**src/rtl/pll_rst_ctrl_pkg.sv**
```systemverilog
// Shared types and constants for the PLL reset controller.
// State encoding, default timing parameters and the counter-width helper.
package pll_rst_pkg;

  typedef enum logic [2:0] {
    ST_PLLRST    = 3'd0,
    ST_WAIT_LOCK = 3'd1,
    ST_STABLE    = 3'd2,
    ST_RUN       = 3'd3,
    ST_FAIL      = 3'd4
  } pll_rst_state_t;

  localparam int DEF_RST_CYCLES    = 16;
  localparam int DEF_LOCK_TIMEOUT  = 65536;
  localparam int DEF_STABLE_CYCLES = 1024;
  localparam int DEF_MAX_RETRIES   = 7;

  // One spare bit above the largest terminal count so saturation never aliases.
  function automatic int cnt_width(input int a, input int b, input int c);
    int m;
    m = a;
    if (b > m) m = b;
    if (c > m) m = c;
    return $clog2(m) + 1;
  endfunction

endpackage

```
**src/rtl/pll_rst_ctrl_sync_2ff.sv**
```systemverilog
// Generic two-flop synchroniser for signals arriving asynchronously to i_clk.
// The reset clears both stages so the downstream logic sees a known level.
module sync_2ff #(
  parameter int WIDTH = 1
) (
  input  logic             i_clk,
  input  logic             i_rst,
  input  logic [WIDTH-1:0] i_d,
  output logic [WIDTH-1:0] o_q
);

  logic [WIDTH-1:0] meta_reg;
  logic [WIDTH-1:0] sync_reg;

  always_ff @(posedge i_clk) begin
    if (i_rst) begin
      meta_reg <= '0;
      sync_reg <= '0;
    end else begin
      meta_reg <= i_d;
      sync_reg <= meta_reg;
    end
  end

  assign o_q = sync_reg;

endmodule

```
**src/rtl/pll_rst_ctrl.sv**
```systemverilog
// PLL reset sequencer: pulses the PLL reset, waits for a stable lock, then releases the core reset.
// Optional failed-attempt counter on o_retries when PLL_RST_CTRL_STATUS_EN is defined.
module pll_rst_ctrl
  import pll_rst_pkg::*;
#(
  parameter int RST_CYCLES    = DEF_RST_CYCLES,
  parameter int LOCK_TIMEOUT  = DEF_LOCK_TIMEOUT,
  parameter int STABLE_CYCLES = DEF_STABLE_CYCLES,
  parameter int MAX_RETRIES   = DEF_MAX_RETRIES
) (
  input  logic       i_clk,
  input  logic       i_rst,
  input  logic       i_locked,
  output logic       o_pll_rst,
  output logic       o_rst_req,
  output logic       o_fail
`ifdef PLL_RST_CTRL_STATUS_EN
  ,
  output logic [7:0] o_retries
`endif
);

  localparam int CW = cnt_width(RST_CYCLES, LOCK_TIMEOUT, STABLE_CYCLES);
  localparam logic [CW-1:0] RST_LAST    = CW'(RST_CYCLES - 1);
  localparam logic [CW-1:0] TO_LAST     = CW'(LOCK_TIMEOUT - 1);
  localparam logic [CW-1:0] STABLE_LAST = CW'(STABLE_CYCLES - 1);
  localparam logic [CW-1:0] CNT_MAX     = {CW{1'b1}};
  localparam logic [7:0]    RETRY_LIMIT = 8'(MAX_RETRIES);

  logic lock_s;

  sync_2ff #(.WIDTH(1)) u_lock_sync (
    .i_clk (i_clk),
    .i_rst (i_rst),
    .i_d   (i_locked),
    .o_q   (lock_s)
  );

  pll_rst_state_t state_reg;
  logic [CW-1:0]  cnt_reg;
  logic [7:0]     retry_reg;
  logic           pll_rst_reg;
  logic           rst_req_reg;
  logic           fail_reg;

  logic [CW-1:0]  cnt_inc;
  logic [7:0]     retry_inc;
  logic           timeout_hit;

  assign cnt_inc   = (cnt_reg == CNT_MAX) ? cnt_reg : cnt_reg + 1'b1;
  assign retry_inc = retry_reg + 8'd1;
  // Lock has priority: a lock seen on the last timeout cycle is not a failure.
  assign timeout_hit = (state_reg == ST_WAIT_LOCK) && !lock_s && (cnt_reg == TO_LAST);

  // Outputs are updated on the same edge as the state they belong to.
  always_ff @(posedge i_clk) begin
    if (i_rst) begin
      state_reg   <= ST_PLLRST;
      cnt_reg     <= '0;
      retry_reg   <= '0;
      pll_rst_reg <= 1'b1;
      rst_req_reg <= 1'b1;
      fail_reg    <= 1'b0;
    end else begin
      case (state_reg)
        ST_PLLRST: begin
          if (cnt_reg == RST_LAST) begin
            state_reg   <= ST_WAIT_LOCK;
            cnt_reg     <= '0;
            pll_rst_reg <= 1'b0;
          end else begin
            cnt_reg <= cnt_inc;
          end
        end
        ST_WAIT_LOCK: begin
          if (lock_s) begin
            state_reg <= ST_STABLE;
            cnt_reg   <= '0;
          end else if (timeout_hit) begin
            retry_reg <= retry_inc;
            cnt_reg   <= '0;
            if (retry_inc == RETRY_LIMIT) begin
              state_reg <= ST_FAIL;
              fail_reg  <= 1'b1;
            end else begin
              state_reg   <= ST_PLLRST;
              pll_rst_reg <= 1'b1;
            end
          end else begin
            cnt_reg <= cnt_inc;
          end
        end
        ST_STABLE: begin
          if (!lock_s) begin
            state_reg <= ST_WAIT_LOCK;
            cnt_reg   <= '0;
          end else if (cnt_reg == STABLE_LAST) begin
            state_reg   <= ST_RUN;
            cnt_reg     <= '0;
            retry_reg   <= '0;
            rst_req_reg <= 1'b0;
          end else begin
            cnt_reg <= cnt_inc;
          end
        end
        ST_RUN: begin
          if (!lock_s) begin
            state_reg   <= ST_PLLRST;
            cnt_reg     <= '0;
            pll_rst_reg <= 1'b1;
            rst_req_reg <= 1'b1;
          end
        end
        ST_FAIL: begin
          state_reg <= ST_FAIL;
        end
        default: begin
          state_reg   <= ST_PLLRST;
          cnt_reg     <= '0;
          retry_reg   <= '0;
          pll_rst_reg <= 1'b1;
          rst_req_reg <= 1'b1;
          fail_reg    <= 1'b0;
        end
      endcase
    end
  end

  assign o_pll_rst = pll_rst_reg;
  assign o_rst_req = rst_req_reg;
  assign o_fail    = fail_reg;

`ifdef PLL_RST_CTRL_STATUS_EN
  // Lifetime failure count since i_rst; unlike retry_reg it survives RUN entry.
  logic [7:0] retries_total_reg;

  always_ff @(posedge i_clk) begin
    if (i_rst) begin
      retries_total_reg <= 8'd0;
    end else if (timeout_hit && (retries_total_reg != 8'hFF)) begin
      retries_total_reg <= retries_total_reg + 8'd1;
    end
  end

  assign o_retries = retries_total_reg;
`endif

endmodule

```
**config.mk**
```make
export PLATFORM = sky130hd
export DESIGN_NAME = pll_rst_ctrl
export DESIGN_NICKNAME = d
export VERILOG_FILES = /design/src/rtl/pll_rst_ctrl_pkg.sv /design/src/rtl/pll_rst_ctrl_sync_2ff.sv /design/src/rtl/pll_rst_ctrl.sv
export SDC_FILE = /design/constraint.sdc
export NUM_CORES = 1
export LEC_CHECK = 0
export ABC_CLOCK_PERIOD_IN_PS = 2490
export CORE_MARGIN = 1
export CORE_UTILIZATION = 45
export DETAILED_ROUTE_END_ITERATION = 12
export GPL_TIMING_DRIVEN = 1
export PLACE_DENSITY = 0.72
export SLEW_MARGIN = 5
export SYNTH_ARGS = -nofsm -noshare
export SYNTH_HDL_FRONTEND = slang
export SYNTH_HIERARCHICAL = 1
export SYNTH_SLANG_ARGS = --single-unit
export TNS_END_PERCENT = 30
```
**constraint.sdc**
```tcl
create_clock -name i_clk -period 2.49 [get_ports i_clk]
set_input_delay 0.249 -clock i_clk [delete_from_list [all_inputs] [get_ports i_clk]]
set_output_delay 0.249 -clock i_clk [all_outputs]
set_load 0.01 [all_outputs]
```
**Yosys cells after proc, flatten, opt, wreduce, memory -nomap -nowiden**

Index checks and enable logic that the tools add are counted.

- Add/sub/neg operators: 2
- Eq/ne operators: 19
- Muxes and demuxes: 34
- Bitwise logic cells: 5
- Reduce and logical (&&, ||, !) cells: 14

Operators with widths:

| cell | count |
|---|---|
| 2-to-1 mux 17 bit | 7 |
| case mux 17 bit (5 select lines) | 1 |
| 2-to-1 mux 8 bit | 4 |
| case mux 8 bit (3 select lines) | 1 |
| 2-to-1 mux 3 bit | 7 |
| adder 17 x 1 -> 17 bit (second input constant) | 1 |
| equality test 17 x 10 -> 1 bit (second input constant) | 1 |
| equality test 17 x 16 -> 1 bit (second input constant) | 1 |
| equality test 17 bit (second input constant) | 1 |
| equality test 17 x 4 -> 1 bit (second input constant) | 1 |
| case mux 3 bit (5 select lines) | 1 |
| inequality test 2 bit (second input constant) | 6 |
| AND reduction 4 bit | 3 |
| 2-to-1 mux 1 bit | 10 |
| adder 8 x 1 -> 8 bit (second input constant) | 1 |
| equality test 8 x 3 -> 1 bit (second input constant) | 1 |
| equality test 3 x 2 -> 1 bit (second input constant) | 2 |
| AND reduction 6 bit | 1 |
| OR reduction 3 bit | 2 |
| NOT 1 bit | 5 |
| AND reduction 5 bit | 1 |
| inequality test 2 x 1 -> 1 bit (second input constant) | 2 |
| case mux 1 bit (4 select lines) | 1 |
| OR reduction 4 bit | 1 |
| other kinds (11) | 12 |

- Bits in registers: 33
- Input bits: 3
- Output and inout bits: 3
- Word-level logic and storage cells: 82

**Logic depth before layout (Yosys ltp)**

- Depth after elaboration: 6
- Gate-level depth with buffers: 8
- Gate-level depth less buffers: 6

**Cells and area by module**

The synthesis kept the hierarchy.

By module, submodules not included:

| module | instances | cells each | area each (um^2) |
|---|---|---|---|
| pll_rst_ctrl | 1 | 243 | 1,913.1 |
| sync_2ff | 1 | 4 | 52.6 |

**Worst setup path after synthesis**

No wires, ideal clock.

- Kind: reg2reg
- Start: register retry_reg[0]
- End: register fail_reg, in the netlist o_fail
- Library setup time: 0.062 ns
- Arrival time: 1.907 ns
- Required time: 2.428 ns
- Path slack: 0.520 ns
- Cell stages (with the launch flop): 7
- Period minus slack after synthesis: 1.970 ns
- Path through: dfxtp_1 ha_1 or3b_2 o41ai_1 o2111ai_1 or4_1 nand3_1

- Word-level cells in the longest chain between the ends: 4

Ends and longest elaborated chain:

| element | RTL line | RTL |
|---|---|---|
| from (decl) | pll_rst_ctrl.sv:41 | `logic [7:0] retry_reg;` |
| from (signal assigned) | pll_rst_ctrl.sv:80 | `retry_reg <= retry_inc;` |
| adder 8 x 1 -> 8 bit | pll_rst_ctrl.sv:51 | `assign retry_inc = retry_reg + 8'd1;` |
| equality test 8 x 3 -> 1 bit | pll_rst_ctrl.sv:82 | `if (retry_inc == RETRY_LIMIT) begin` |
| inequality test 2 x 1 -> 1 bit (no source line) | -- |  |
| AND reduction 4 bit (no source line) | -- |  |
| to (signal assigned) | pll_rst_ctrl.sv:63 | `fail_reg <= 1'b0;` |
| to (signal assigned) | pll_rst_ctrl.sv:84 | `fail_reg <= 1'b1;` |
| to (signal assigned) | pll_rst_ctrl.sv:123 | `fail_reg <= 1'b0;` |
| to (decl) | pll_rst_ctrl.sv:44 | `logic fail_reg;` |

No other way between the ends.
A chain may end at the register's enable or synchronous reset.

**Worst setup path after layout**

Ends and elaborated chain as after synthesis.

==> qor.csv <==
stage,metric,value,unit
timing,finalClockSkew,0.00592,ns
timing,fmax,457,MHz
synthesis,post-synth-top-area-cell,dfxtp_1,
global_route,grt_antenna_before_repair,0,
placement,half_perimeter_wire_length_of_the_detailed_placement_result,3080,um
power_and_ir_drop,cellPowerDensity,458,mW/mm^2
die,design.portCount,6,
synthesis,syn_area,0.00197,mm^2
final_layout,antennaDiodeCount,0,
cts,clock_tree_from_tritoncts,built,
timing,worst_slew_margin_rel,57.0,%
global_route,grt_max_degree,16,
cts,worst_setup_hold_path_clk_slew,0.06,ns
final_layout,syn2layout_area_growth,7.07,%
synthesis,synth_enable_flop_cells,0,
power_and_ir_drop,register_share_of_total_power,56.6,%
synthesis,yosys_register_bits,33,
setup_path,critical_path.startpoint_type,flop,
setup_path,critical_path_cell_by_cell,ha_1 -> or3b_2 -> o41ai_1 -> o2111ai_1 -> or4_1 -> nand3_1,
synthesis,mappedNetlistNets,253,
run_status,status,"complete, no violations",
synthesis,proportion_of_register_bits_with_asynchronous_set_or_reset_after_synthesis,0,%
cts,post_cts_resize_count,0,
power_and_ir_drop,power.share.combinational,4.0,%
power_and_ir_drop,power.switching,209,uW
setup_path,crit_arrival,2.41,ns
final_layout,largest_register_ff_count,17,
die,floorplan.initialDensity,48.1,%
timing,timing.final.ws_setup,0.302,ns
timing,fin_tns_setup,0,ns
power_and_ir_drop,p_int,754,uW
cts,cts.repair_timing.setup_buffer_count,0,
cts,worst_skew_pair.late_latency,0.28,ns
synthesis,synth.yosys.seq_area_share,33.6,%
setup_path,path_buf_inv,0,
global_route,grt_util_all_layers,20.9,%
setup_path,critical_path.top_delay_family,simple AND/OR/NAND/NOR gates,
power_and_ir_drop,p_leak,0.680,nW
die,core_area,0.00409,mm^2
final_layout,final_net_count,251,
setup_path,required,2.71,ns
routing,remaining_antenna_violation_count,0,
die,fp.dieArea,0.00464,mm^2
cts,cts_max_path_buffers,2,
synthesis,synth.distinct_cells,51,
die,row_count,23,
timing,report.final.hold_viol_count,0,
timing,post-route-period-util,87.9,%
timing,timing_max_transition_violations_final,0,
routing,avgRoutedWirePerCell,14.3,um
setup_path,crit_type,reg -> reg,
synthesis,synth_top_cell_area_share,33.6,%
cts,cts_made_buffers,5,
routing,vias,1781,
routing,route.detailed.drc,0,
global_route,grt_first_pass_wirelength,7230,um
final_layout,post_layout_cell_count,296,
cts,cts_hold_repair.buffers,0,
placement,pre_cts_slack,0.326,ns
synthesis,synthFlopType,dfxtp_1,
synthesis,cells_taking_the_most_area_after_synthesis,"dfxtp_1 34%, nor2_1 5.5%, xnor2_1 5.3%",
worst_hold_path,min_path_type,reg -> reg,
global_route,global_route.overflow_total,0,
cts,cts-htree-levels,2,
synthesis,synthesis.area_per_instance,7.96,um^2
synthesis,postSynthCellCount,247,
run,max_cap_violations,0,
power_and_ir_drop,totalPowerFinal,963,uW
global_route,number_of_global_route_vias_before_repair,1519,
routing,drt-pass1-iter-count,4,
placement,dp_cells,288,
die,floorplan.die.width,68.1,um
setup_path,max_stage_delay,0.51,ns
routing,via_per_inst,6.02,
setup_path,critical_path.max_fanout,9,
setup_path,critical_path.slowest_cell,or4_1,
power_and_ir_drop,vdd_drop_max,0.335,mV
timing,tightestPinTransition,0.644,ns
cts,ctsRootBufferMaster,clkbuf_8,
final_layout,share_of_post_route_cells_with_drive_strength_above_1,8.13,%
setup_path,timing.critical_path.to_type,flop,
cts,clock_sink_count,33,
timing,rsz0062_at_grt,no,
timing,setup_viol_count_final,0,
routing,detail_route.iter0.violations,102,
synthesis,yosysWarningCount,6,
routing,drt-total-wl,4240,um
placement,port_buffers,5,
power_and_ir_drop,pwr-share-clk,39.3,%
placement,finalWeightedCongestion,0.889,
timing,layout_min_cycle_time,2.19,ns
power_and_ir_drop,p_sw_share,21.7,%
die,die_y,68.1,um
## kinds of logic (layout without fill, tap and decap cells)
family                     Yosys count  count (layout)  share of synthesized area (%)
adders and majority gates            3               3                           1.91
xor gates and xnor gates            12              12                           5.35
buffers and inverters               25              24                           5.60
AOI/OAI and AO/OA                   51              51                           18.5
and+or+nand+nor                    123             123                           35.1
DFF                                 33              33                           33.6
## cells in the final DEF, fill, tap and decap left out, drive strengths merged, types with 8 or more instances in the layout
cell,instances
dfxtp,33
nor2,30
nand2,17
a21oi,17
nor3,14
xnor2,12
nand3,11
nor4,11
nand4,8
clkbuf,8
## power groups by stage
stage	sequential, mW	combinational (mW)	clock [mW]
after floorplan	0.556	0.0233	0
after global placement	0.557	0.0392	0
after detailed placement	0.557	0.0391	0
after CTS	0.545	0.0393	0.387
after global routing	0.546	0.0439	0.412
final	0.546	0.0388	0.379
## per-layer routing
layer / vias up / wire length [um] / GRT usage (%)
met5: - / 0 / 0
met4: 0 / 74 / 8.07
met3: 7 / 279 / 4.00
met2: 59 / 1810 / 29.9
met1: 800 / 2070 / 30.4
li1: 915 / - / -
## worst register-to-register path: cells and delay by family (launching register included)
kind	cells	cell delay, ns
AO/OA/AOI/OAI	2	0.34
adder cells (fa/ha/maj)	1	0.27
flip-flops	1	0.47
AND/OR/NAND/NOR	3	1.05
## cell usage after synthesis, drive strengths merged (4+ instances only)
cell / number
clkbuf: 12
and3: 6
nor4: 11
nand2: 17
xnor2: 12
o21ai: 7
or4: 4
nand4: 8
nor3: 14
and4: 5
nor2: 30
inv: 7
dfxtp: 33
nand3: 11
a21oi: 17
buf: 6
## worst paths after layout
check	from	end	slack, ns	cells past startpoint
max	retry_reg[0]	o_fail	0.30	6
min	o_rst_req	o_rst_req	0.45	1
max reg2reg	retry_reg[0]	o_fail	0.30	6
min reg2reg	o_rst_req	o_rst_req	0.45	1
## per-stage QoR
step | hold slack [ns] | area, um^2 | utilization, %
2_1_floorplan | 0.321 | 1970 | -
5_1_grt | 0.475 | 2100 | 51.5
6_report | 0.454 | 2100 | 51.5
3_5_place_dp | 0.438 | 2020 | 49.5
4_1_cts | 0.457 | 2100 | 51.5
3_3_place_gp | 0.424 | 2020 | 49.5
## cell type report
cell class | instances | area, um^2
Fill cell | 390 | 1980
Tap cell | 50 | 62.6
Clock buffer | 8 | 80.1
Timing Repair Buffer | 9 | 80.1
Multi-Input combinational cell | 189 | 1190
Inverter | 7 | 26.3
Sequential cell | 33 | 661
Power figures use the tool's default switching activity.
